[src/rtl/mac_dot_ctrl_if.sv]
// Command / operand / result handshake bundle for mac_dot_ctrl.
// Carries the cmd_acc field only when MAC_DOT_CTRL_ACCUM_EN is defined.
interface mac_dot_ctrl_if #(
  parameter int DW        = 32,
  parameter int LEN_WIDTH = 8
);
  logic                 cmd_valid;
  logic                 cmd_ready;
  logic [LEN_WIDTH-1:0] cmd_len;
  logic [2:0]           cmd_rnd;
`ifdef MAC_DOT_CTRL_ACCUM_EN
  logic                 cmd_acc;
`endif
  logic                 op_valid;
  logic                 op_ready;
  logic [DW-1:0]        op_a;
  logic [DW-1:0]        op_b;
  logic                 res_valid;
  logic                 res_ready;
  logic [DW-1:0]        res_data;
  logic [7:0]           res_status;

  // Issue logic side
  modport master (
`ifdef MAC_DOT_CTRL_ACCUM_EN
    output cmd_acc,
`endif
    output cmd_valid, cmd_len, cmd_rnd,
    input  cmd_ready,
    output op_valid, op_a, op_b,
    input  op_ready,
    input  res_valid, res_data, res_status,
    output res_ready
  );

  // Sequencer side
  modport slave (
`ifdef MAC_DOT_CTRL_ACCUM_EN
    input  cmd_acc,
`endif
    input  cmd_valid, cmd_len, cmd_rnd,
    output cmd_ready,
    input  op_valid, op_a, op_b,
    output op_ready,
    output res_valid, res_data, res_status,
    input  res_ready
  );
endinterface

[src/rtl/mac_dot_ctrl.sv]
// Dot-product sequencer driving one registered floating-point MAC unit.
// Optional MAC_DOT_CTRL_ACCUM_EN: cmd_acc skips the accumulator clear to chain partial sums.
module mac_dot_ctrl #(
  parameter  int SIG_WIDTH = 23,
  parameter  int EXP_WIDTH = 8,
  parameter  int LEN_WIDTH = 8,
  localparam int DW        = SIG_WIDTH + EXP_WIDTH + 1
) (
  input  logic          clk,
  input  logic          rst_n,
  mac_dot_ctrl_if.slave bus,
  output logic          mac_en,
  output logic          mac_clr_n,
  output logic [DW-1:0] mac_a,
  output logic [DW-1:0] mac_b,
  output logic [2:0]    mac_rnd,
  input  logic [DW-1:0] mac_data_out,
  input  logic [7:0]    mac_status
);

  localparam logic [2:0] ST_IDLE  = 3'd0;
  localparam logic [2:0] ST_CLEAR = 3'd1;
  localparam logic [2:0] ST_ACC   = 3'd2;
  localparam logic [2:0] ST_FLUSH = 3'd3;
  localparam logic [2:0] ST_DONE  = 3'd4;

  localparam logic [LEN_WIDTH-1:0] CNT_ZERO = LEN_WIDTH'(0);
  localparam logic [LEN_WIDTH-1:0] CNT_ONE  = LEN_WIDTH'(1);

  logic [2:0]           state_r;
  logic [2:0]           state_s;
  logic [LEN_WIDTH-1:0] cnt_r;
  logic [2:0]           rnd_r;
  logic [7:0]           status_acc_r;
  logic                 en_d_r;
  logic                 cmd_fire_s;
  logic                 op_fire_s;
  logic                 skip_clr_s;

`ifdef MAC_DOT_CTRL_ACCUM_EN
  assign skip_clr_s = bus.cmd_acc;
`else
  assign skip_clr_s = 1'b0;
`endif

  assign cmd_fire_s = (state_r == ST_IDLE) && bus.cmd_valid;
  assign op_fire_s  = (state_r == ST_ACC) && bus.op_valid;

  // Next-state decode
  always_comb begin
    state_s = state_r;
    case (state_r)
      ST_IDLE: begin
        if (!bus.cmd_valid) begin
          state_s = ST_IDLE;
        end else if (!skip_clr_s) begin
          state_s = ST_CLEAR;
        end else if (bus.cmd_len == CNT_ZERO) begin
          state_s = ST_DONE;
        end else begin
          state_s = ST_ACC;
        end
      end
      ST_CLEAR: begin
        if (cnt_r == CNT_ZERO) begin
          state_s = ST_DONE;
        end else begin
          state_s = ST_ACC;
        end
      end
      ST_ACC: begin
        // A beat arriving with count already 0 cannot occur; leave ACC rather than wrap
        if (bus.op_valid && (cnt_r <= CNT_ONE)) begin
          state_s = ST_FLUSH;
        end else begin
          state_s = ST_ACC;
        end
      end
      ST_FLUSH: begin
        state_s = ST_DONE;
      end
      ST_DONE: begin
        if (bus.res_ready) begin
          state_s = ST_IDLE;
        end else begin
          state_s = ST_DONE;
        end
      end
      default: begin
        state_s = ST_IDLE;
      end
    endcase
  end

  // State register
  always_ff @(posedge clk or negedge rst_n) begin
    if (!rst_n) begin
      state_r <= ST_IDLE;
    end else begin
      state_r <= state_s;
    end
  end

  // Remaining-pair count and latched rounding mode
  always_ff @(posedge clk or negedge rst_n) begin
    if (!rst_n) begin
      cnt_r <= CNT_ZERO;
      rnd_r <= 3'd0;
    end else if (cmd_fire_s) begin
      cnt_r <= bus.cmd_len;
      rnd_r <= bus.cmd_rnd;
    end else if (op_fire_s && (cnt_r != CNT_ZERO)) begin
      cnt_r <= cnt_r - CNT_ONE;
      rnd_r <= rnd_r;
    end else begin
      cnt_r <= cnt_r;
      rnd_r <= rnd_r;
    end
  end

  // MAC status is only meaningful the cycle after an enabled step
  always_ff @(posedge clk or negedge rst_n) begin
    if (!rst_n) begin
      en_d_r       <= 1'b0;
      status_acc_r <= 8'd0;
    end else begin
      en_d_r <= mac_en;
      if (cmd_fire_s) begin
        status_acc_r <= 8'd0;
      end else if (en_d_r) begin
        status_acc_r <= status_acc_r | mac_status;
      end else begin
        status_acc_r <= status_acc_r;
      end
    end
  end

  // Handshake and MAC control decode from the state register
  always_comb begin
    bus.cmd_ready = 1'b0;
    bus.op_ready  = 1'b0;
    bus.res_valid = 1'b0;
    mac_en        = 1'b0;
    mac_clr_n     = 1'b1;
    case (state_r)
      ST_IDLE:  bus.cmd_ready = 1'b1;
      ST_CLEAR: mac_clr_n     = 1'b0;
      ST_ACC: begin
        bus.op_ready = 1'b1;
        mac_en       = bus.op_valid;
      end
      ST_FLUSH: mac_en        = 1'b0;
      ST_DONE:  bus.res_valid = 1'b1;
      default:  bus.cmd_ready = 1'b0;
    endcase
  end

  assign bus.res_data   = (state_r == ST_DONE) ? mac_data_out : {DW{1'b0}};
  assign bus.res_status = status_acc_r;
  assign mac_a          = bus.op_a;
  assign mac_b          = bus.op_b;
  assign mac_rnd        = rnd_r;

endmodule
[src/flat_wrapper.sv]
// flat-port wrapper written by rule: the top's interface ports become plain ports
module mac_dot_ctrl_flat 
#(
  parameter  int SIG_WIDTH = 23,
  parameter  int EXP_WIDTH = 8,
  parameter  int LEN_WIDTH = 8,
  localparam int DW        = SIG_WIDTH + EXP_WIDTH + 1
)
  (clk, rst_n, mac_en, mac_clr_n, mac_a, mac_b, mac_rnd, mac_data_out, mac_status, bus_cmd_valid, bus_cmd_len, bus_cmd_rnd, bus_cmd_ready, bus_op_valid, bus_op_a, bus_op_b, bus_op_ready, bus_res_valid, bus_res_data, bus_res_status, bus_res_ready);
  mac_dot_ctrl_if #(.LEN_WIDTH(LEN_WIDTH)) bus_i ();
  input  logic clk;
  input  logic rst_n;
  output logic mac_en;
  output logic mac_clr_n;
  output logic [DW-1:0] mac_a;
  output logic [DW-1:0] mac_b;
  output logic [2:0] mac_rnd;
  input  logic [DW-1:0] mac_data_out;
  input  logic [7:0] mac_status;
  input wire logic [$bits(bus_i.cmd_valid)-1:0] bus_cmd_valid;
  input wire logic [$bits(bus_i.cmd_len)-1:0] bus_cmd_len;
  input wire logic [$bits(bus_i.cmd_rnd)-1:0] bus_cmd_rnd;
  output wire logic [$bits(bus_i.cmd_ready)-1:0] bus_cmd_ready;
  input wire logic [$bits(bus_i.op_valid)-1:0] bus_op_valid;
  input wire logic [$bits(bus_i.op_a)-1:0] bus_op_a;
  input wire logic [$bits(bus_i.op_b)-1:0] bus_op_b;
  output wire logic [$bits(bus_i.op_ready)-1:0] bus_op_ready;
  output wire logic [$bits(bus_i.res_valid)-1:0] bus_res_valid;
  output wire logic [$bits(bus_i.res_data)-1:0] bus_res_data;
  output wire logic [$bits(bus_i.res_status)-1:0] bus_res_status;
  input wire logic [$bits(bus_i.res_ready)-1:0] bus_res_ready;
  assign bus_i.cmd_valid = bus_cmd_valid;
  assign bus_i.cmd_len = bus_cmd_len;
  assign bus_i.cmd_rnd = bus_cmd_rnd;
  assign bus_cmd_ready = bus_i.cmd_ready;
  assign bus_i.op_valid = bus_op_valid;
  assign bus_i.op_a = bus_op_a;
  assign bus_i.op_b = bus_op_b;
  assign bus_op_ready = bus_i.op_ready;
  assign bus_res_valid = bus_i.res_valid;
  assign bus_res_data = bus_i.res_data;
  assign bus_res_status = bus_i.res_status;
  assign bus_i.res_ready = bus_res_ready;
  mac_dot_ctrl #(.SIG_WIDTH(SIG_WIDTH), .EXP_WIDTH(EXP_WIDTH), .LEN_WIDTH(LEN_WIDTH)) u_core (.clk(clk), .rst_n(rst_n), .bus(bus_i), .mac_en(mac_en), .mac_clr_n(mac_clr_n), .mac_a(mac_a), .mac_b(mac_b), .mac_rnd(mac_rnd), .mac_data_out(mac_data_out), .mac_status(mac_status));
endmodule
[config.mk]
export PLATFORM = sky130hd
export DESIGN_NAME = mac_dot_ctrl_flat
export DESIGN_NICKNAME = d
export VERILOG_FILES = /design/src/rtl/mac_dot_ctrl_if.sv /design/src/rtl/mac_dot_ctrl.sv /design/src/flat_wrapper.sv
export SDC_FILE = /design/constraint.sdc
export NUM_CORES = 1
export LEC_CHECK = 0
export ABC_AREA = 0
export BUFFER_PORTS_ARGS = -buffer_cell sky130_fd_sc_hd__buf_4
export CORE_ASPECT_RATIO = 0.75
export CORE_MARGIN = 2
export CORE_UTILIZATION = 27
export DETAILED_ROUTE_END_ITERATION = 6
export HOLD_SLACK_MARGIN = 0.1
export MAX_ROUTING_LAYER = met4
export PLACE_DENSITY = 0.73
export SYNTH_ARGS = -nofsm -noshare
export SYNTH_HDL_FRONTEND = slang
export SYNTH_SLANG_ARGS = --single-unit
[constraint.sdc]
create_clock -name clk -period 1.88 [get_ports clk]
set_input_delay 0 -clock clk [delete_from_list [all_inputs] [get_ports clk]]
set_output_delay 0 -clock clk [all_outputs]
set_load 0.1 [all_outputs]
==> results of run 1 <==
## metal layers
metal / global-route usage / vias up
met1: 0.200 / 907
met3: 0.0344 / 14
met4: 0.0381 / 0
li1: - / 908
met2: 0.324 / 106
met5: - / -
## per-stage QoR
| stage | setup slack [ns] | area [um2] | hold slack (ns) |
|---|---|---|---|
| 2_1_floorplan | -0.195 | 1880 | -0.296 |
| 3_3_place_gp | 0.124 | 2290 | -0.0893 |
| 3_5_place_dp | 0.0573 | 2290 | -0.0868 |
| 4_1_cts | 0.0860 | 3180 | 0.124 |
| 5_1_grt | 0.00304 | 3260 | 0.165 |
| 6_report | 0.103 | 3260 | 0.123 |
## kinds of logic (layout without fill, tap and decap cells)
group	after synthesis	after routing	synth area share
xor+xnor	2	2	0.00964
mux	1	1	0.00551
fa+ha+maj	3	3	0.0206
buf+inv	76	206	0.289
compound gates	27	27	0.0902
flops	23	23	0.317
simple gates	85	85	0.268
## power breakdown
part,total [uW],internal [uW],switching (uW)
clock,316,152,164
combinational,3960,969,2990
sequential,901,707,193
## layout by cell type (no fill, tap or decap), types with 4 or more instances in the layout
master	n
dlygate4sd3_1	85
nand2_1	16
and2_1	24
inv_1	5
dfrtp_1	22
o21ai_1	4
nor2_1	14
and2_2	8
buf_6	16
buf_4	95
a21oi_1	12
## worst max-delay path, stage by stage (launching register included)
cell and delay [ns]:
dfrtp_1 0.38, inv_1 0.11, ha_1 0.21, or3b_2 0.46, o21ai_1 0.23, or3_1 0.15, o311ai_1 0.10
## sequential cells by signal, indices dropped and copies added, names as in the netlist
signal,flops
u_core.mac_rnd,3
u_core.en_d_r,1
u_core.cnt_r,8
u_core.bus.res_status,8
u_core.state_r,3
## cell type report
class | count | area (um2)
clock buffer | 4 | 45.0
fill | 565 | 3160
multi-input combinational | 118 | 763
inverter | 6 | 26.3
sequential | 23 | 577
timing repair buffer | 196 | 1740
tap | 81 | 101
## repair_timing
item	4_1_cts	5_1_grt
hold buffers	85	0
endpoints found under the hold margin	107	0
cloned	0	0
endpoints found under the setup margin	1	22
buffers inserted	0	1
resized for setup	1	17
## worst paths after layout
| path | from | end |
|---|---|---|
| setup / recovery | u_core.cnt_r[1] | u_core.cnt_r[1] |
| setup reg to reg | u_core.cnt_r[1] | u_core.cnt_r[1] |
| min in group asynchronous | rst_n | u_core.bus.res_status[3] |
| hold / removal | bus_cmd_valid | u_core.cnt_r[5] |
| max in group asynchronous | rst_n | u_core.state_r[0] |
| hold reg to reg | u_core.mac_rnd[2] | u_core.mac_rnd[2] |
==> flow_metrics.tcl, run 1 <==
set metrics [dict create \
    status "finished clean" \
    clk_latency_ns 0.27 \
    grt_pass1_wl_um 9960 \
    p_total_uw 5170 \
    synth_cell_types 35 \
    drtIter0Drc 87 \
    routed.top_layer "met4" \
    vias_per_cell 4.52 \
    num_rows 25 \
    maxSlewViolCount 0 \
    cap_violations 0 \
    core_area_mm2 0.00641 \
    routedWlPerCell_um 16.6 \
    grt_antenna_before_repair 0 \
    yosysMostFrequentCell "buf_4" \
    wl_met3_um 423 \
    rsz0062_at_grt "no" \
    ys.flop_type "dfrtp_1" \
    vias 1935 \
    final_cells 428 \
    clk_pin_slew_ns 0.08 \
    cts-buffers-inserted 3 \
    fin_worst_skew_ns 0.00162 \
    irDropWorstVdd_uv 682 \
    ys_ff_latch 23 \
    netlist_area_mm2 0.00182 \
    area_growth_pct 79.1 \
    worst-endpoint-arrival_ns 1.92 \
    p_leak_uw 0.00153 \
    max_freq_mhz 563 \
    syn_area_per_cell_um2 8.38 \
    synth_edf_count 0 \
    grt_pass1_vias 1880 \
    initial_core_util 0.284 \
    syn-num-nets 340 \
    firstDrtPassIters 4 \
    crit_type "reg -> reg" \
    die_height_um 75.1 \
    finalSetupViolations 0 \
    reg2reg_depth 6 \
    post-route-period-util 0.945 \
    n_antenna_cell 0 \
    hpwlAfterDp_um 4320 \
    grtUsageTotal 0.175 \
    period_needed_ns 1.78 \
    drc 0 \
    io-pin-count 232 \
    overflow 0 \
    clockRootBuffer "clkbuf_8" \
    ys_warn_count 0 \
    met1Wirelength_um 2640 \
    post-route-util 0.508 \
    fin_tns_setup_ns 0 \
    grt_max_degree 24 \
    final_nets 471 \
    hold_class "in -> reg" \
    drive_above_1_share 0.392 \
    clockBufferDepth 2 \
    cts.sinks 23 \
    critPathRequiredTime_ns 2.02 \
    crit_path_end_kind "flip-flop" \
    wl_met2_um 3940 \
    power.density_mw_per_mm2 1590 \
    synth-async-reset-ratio 1.00 \
    place_inst 338 \
    holdPathStages 3 \
    worst_pin_slew_ns 1.02 \
    place.gp.congestion 0.841 \
    critical_path.max_fanout 4 \
    synth_common_cells "buf_4, and2_1, dfrtp_1, nand2_1, nor2_1" \
    relSlewSlack 0.315 \
    io_buffers 103 \
    finalHoldViolCount 0 \
    die_area_mm2 0.00741 \
    seq_area_frac_synth 0.317 \
    cp-start-kind "flip-flop" \
    ant_nets 0 \
    cts_tree "built" \
    yosys.area.top_type "dfrtp_1" \
    r2r_slack_ns 0.10 \
    synth_top_area_share 0.317 \
    wl_um 7120 \
    die_w_um 98.8 \
    synth.area.top_cells "dfrtp_1, buf_4, and2_1" \
    h-tree-depth 1 \
    synth_cells 217 \
]
Power figures use the tool's default switching activity.
==> run 2: changes to the inputs <==
--- a/config.mk
+++ b/config.mk
@@ -7,12 +7,12 @@
 export LEC_CHECK = 0
 export ABC_AREA = 0
 export BUFFER_PORTS_ARGS = -buffer_cell sky130_fd_sc_hd__buf_4
+export CAP_MARGIN = 20
 export CORE_ASPECT_RATIO = 0.75
 export CORE_MARGIN = 2
 export CORE_UTILIZATION = 27
 export DETAILED_ROUTE_END_ITERATION = 6
 export HOLD_SLACK_MARGIN = 0.1
-export MAX_ROUTING_LAYER = met4
 export PLACE_DENSITY = 0.73
 export SYNTH_ARGS = -nofsm -noshare
 export SYNTH_HDL_FRONTEND = slang
==> run 2 against run 1 <==
Net effect: setup slack lost 0.0033 ns; non-clock buffer count did not move; core utilization unchanged; critical path type unchanged.
==> flow_metrics.tcl, run 2 (synthesized netlist as in run 1, its figures left out) <==
set metrics [dict create \
    status "finished clean" \
    holdCritStartpoint "bus_cmd_valid" \
    dpl_cell_area_mm2 0.00229 \
    drc 0 \
    path_cells "inv_1 -> ha_1 -> or3b_2 -> o21ai_1 -> or3_1 -> o311ai_1" \
    die_area_mm2 0.00741 \
    cp-start-kind "flip-flop" \
    num_rows 25 \
    reg2reg_from "u_core.cnt_r[1]" \
    hpwlAfterDp_um 4320 \
    drive_above_1_share 0.392 \
    vias_per_cell 4.53 \
    finalHoldViolCount 0 \
    layout_commonest_cell "buf_4" \
    crit_type "reg -> reg" \
    relSlewSlack 0.315 \
    critical_path.max_fanout 4 \
    wl_um 7140 \
    p_seq_frac 0.174 \
    cts-buffers-inserted 3 \
    finalSetupViolations 0 \
    slowest_delay_ns 0.46 \
    initial_core_util 0.284 \
    crit_path_end_kind "flip-flop" \
    fill_cells 565 \
    critical_path_buf_inv_count 1 \
    cp.depth 6 \
    cts_tree "built" \
    fin_worst_skew_ns 0.00316 \
    clk_latency_ns 0.27 \
    holdPathStages 3 \
    p_int_uw 1830 \
    ant_nets 0 \
    post-route-period-util 0.947 \
    io_buffers 103 \
    power.density_mw_per_mm2 1590 \
    switching_share 0.647 \
    max_freq_mhz 562 \
    h-tree-depth 1 \
    startpoint "u_core.cnt_r[1]" \
    grtUsageTotal 0.170 \
    firstDrtPassIters 4 \
    reg2reg_depth 6 \
    overflow 0 \
    final_cell_mix "buf_4, dlygate4sd3_1, and2_1" \
    routedWlPerCell_um 16.7 \
    io-pin-count 232 \
    cap_violations 0 \
    n_antenna_cell 0 \
    critPathRequiredTime_ns 2.02 \
    crit_family "simple AND/OR/NAND/NOR gates" \
    clockBufferDepth 2 \
    cts.sinks 23 \
    fin_area_mm2 0.00326 \
    core_area_mm2 0.00641 \
    clk_pin_slew_ns 0.08 \
    pwr-share-comb 0.765 \
    grt_pass1_vias 1882 \
    worst_pin_slew_ns 1.02 \
    final_cells 428 \
    grt_max_degree 24 \
    p_clk_frac 0.060 \
    worst-endpoint-arrival_ns 1.92 \
    hold_class "in -> reg" \
    place_inst 338 \
    final_nets 471 \
    die_height_um 75.1 \
    grt_antenna_before_repair 0 \
    clockRootBuffer "clkbuf_8" \
    slowest_stage "or3b_2" \
    p_leak_uw 0.00153 \
    switchingPower_uw 3350 \
    period_needed_ns 1.78 \
    area_growth_pct 79.1 \
    maxSlewViolCount 0 \
    irDropWorstVdd_uv 682 \
    rsz0062_at_grt "no" \
    vias 1938 \
    grt_pass1_wl_um 9970 \
    place.gp.congestion 0.828 \
    drtIter0Drc 72 \
    die_w_um 98.8 \
]
run 2: repair_timing:
item / CTS / global route
hold buffers: 85 / 0
endpoints found under the hold margin: 107 / 0
gates resized for setup: 1 / 17
cloned: 0 / 0
buffers inserted: 0 / 1
endpoints found under the setup margin: 1 / 22
run 2: layer usage:
| layer | routed length, um | vias up | GRT usage |
|---|---|---|---|
| li1 | - | 910 | - |
| met1 | 2580 | 899 | 0.198 |
| met2 | 3980 | 119 | 0.325 |
| met3 | 486 | 10 | 0.0390 |
| met4 | 95 | 0 | 0.0381 |
| met5 | 0 | - | 0 |
run 2: worst paths after layout:
check                                                end  slack (ns)
max in group asynchronous              u_core.state_r[0]        1.47
worst max register to register           u_core.cnt_r[1]         0.1
worst min register to register         u_core.mac_rnd[2]        0.49
worst max-delay path                     u_core.cnt_r[1]         0.1
min in group asynchronous       u_core.bus.res_status[3]        0.16
worst min-delay path                     u_core.cnt_r[5]        0.13
run 2: final cells by class:
| type | count | area, um2 | area share |
|---|---|---|---|
| Timing Repair Buffer | 196 | 1740 | 0.536 |
| Multi-Input combinational cell | 118 | 763 | 0.234 |
| Sequential cell | 23 | 577 | 0.177 |
| Tap cell | 81 | 101 | 0.0311 |
| Clock buffer | 4 | 45.0 | 0.0138 |
| Inverter | 6 | 26.3 | 0.00807 |
run 2: stage by stage:
stage                     worst slack [ns]  total power [uW]  hold slack, ns  TNS [ns]   util
after global routing               0.00304              5370           0.165         0  0.508
final                               0.0994              5170           0.125         0  0.508
after detailed placement            0.0573              4070         -0.0868         0  0.357
after floorplan                     -0.195              3970          -0.296     -1.67      -
after CTS                           0.0860              5080           0.124         0  0.496
after global placement               0.124              4020         -0.0893         0  0.357
run 2: power by group through the flow:
| stage | logic, uW | clock network (uW) | registers, uW |
|---|---|---|---|
| 6_report | 3960 | 313 | 901 |
| 5_1_grt | 4110 | 335 | 920 |
| 4_1_cts | 3870 | 316 | 893 |
| 3_5_place_dp | 3180 | 0 | 897 |
| 3_3_place_gp | 3130 | 0 | 884 |
| 2_1_floorplan | 2420 | 0 | 1550 |
run 2: worst register-to-register path, cell delays in order (launching register included):
cell	delay (ns)
dfrtp_1	0.38
inv_1	0.12
ha_1	0.21
or3b_2	0.46
o21ai_1	0.24
or3_1	0.15
o311ai_1	0.10
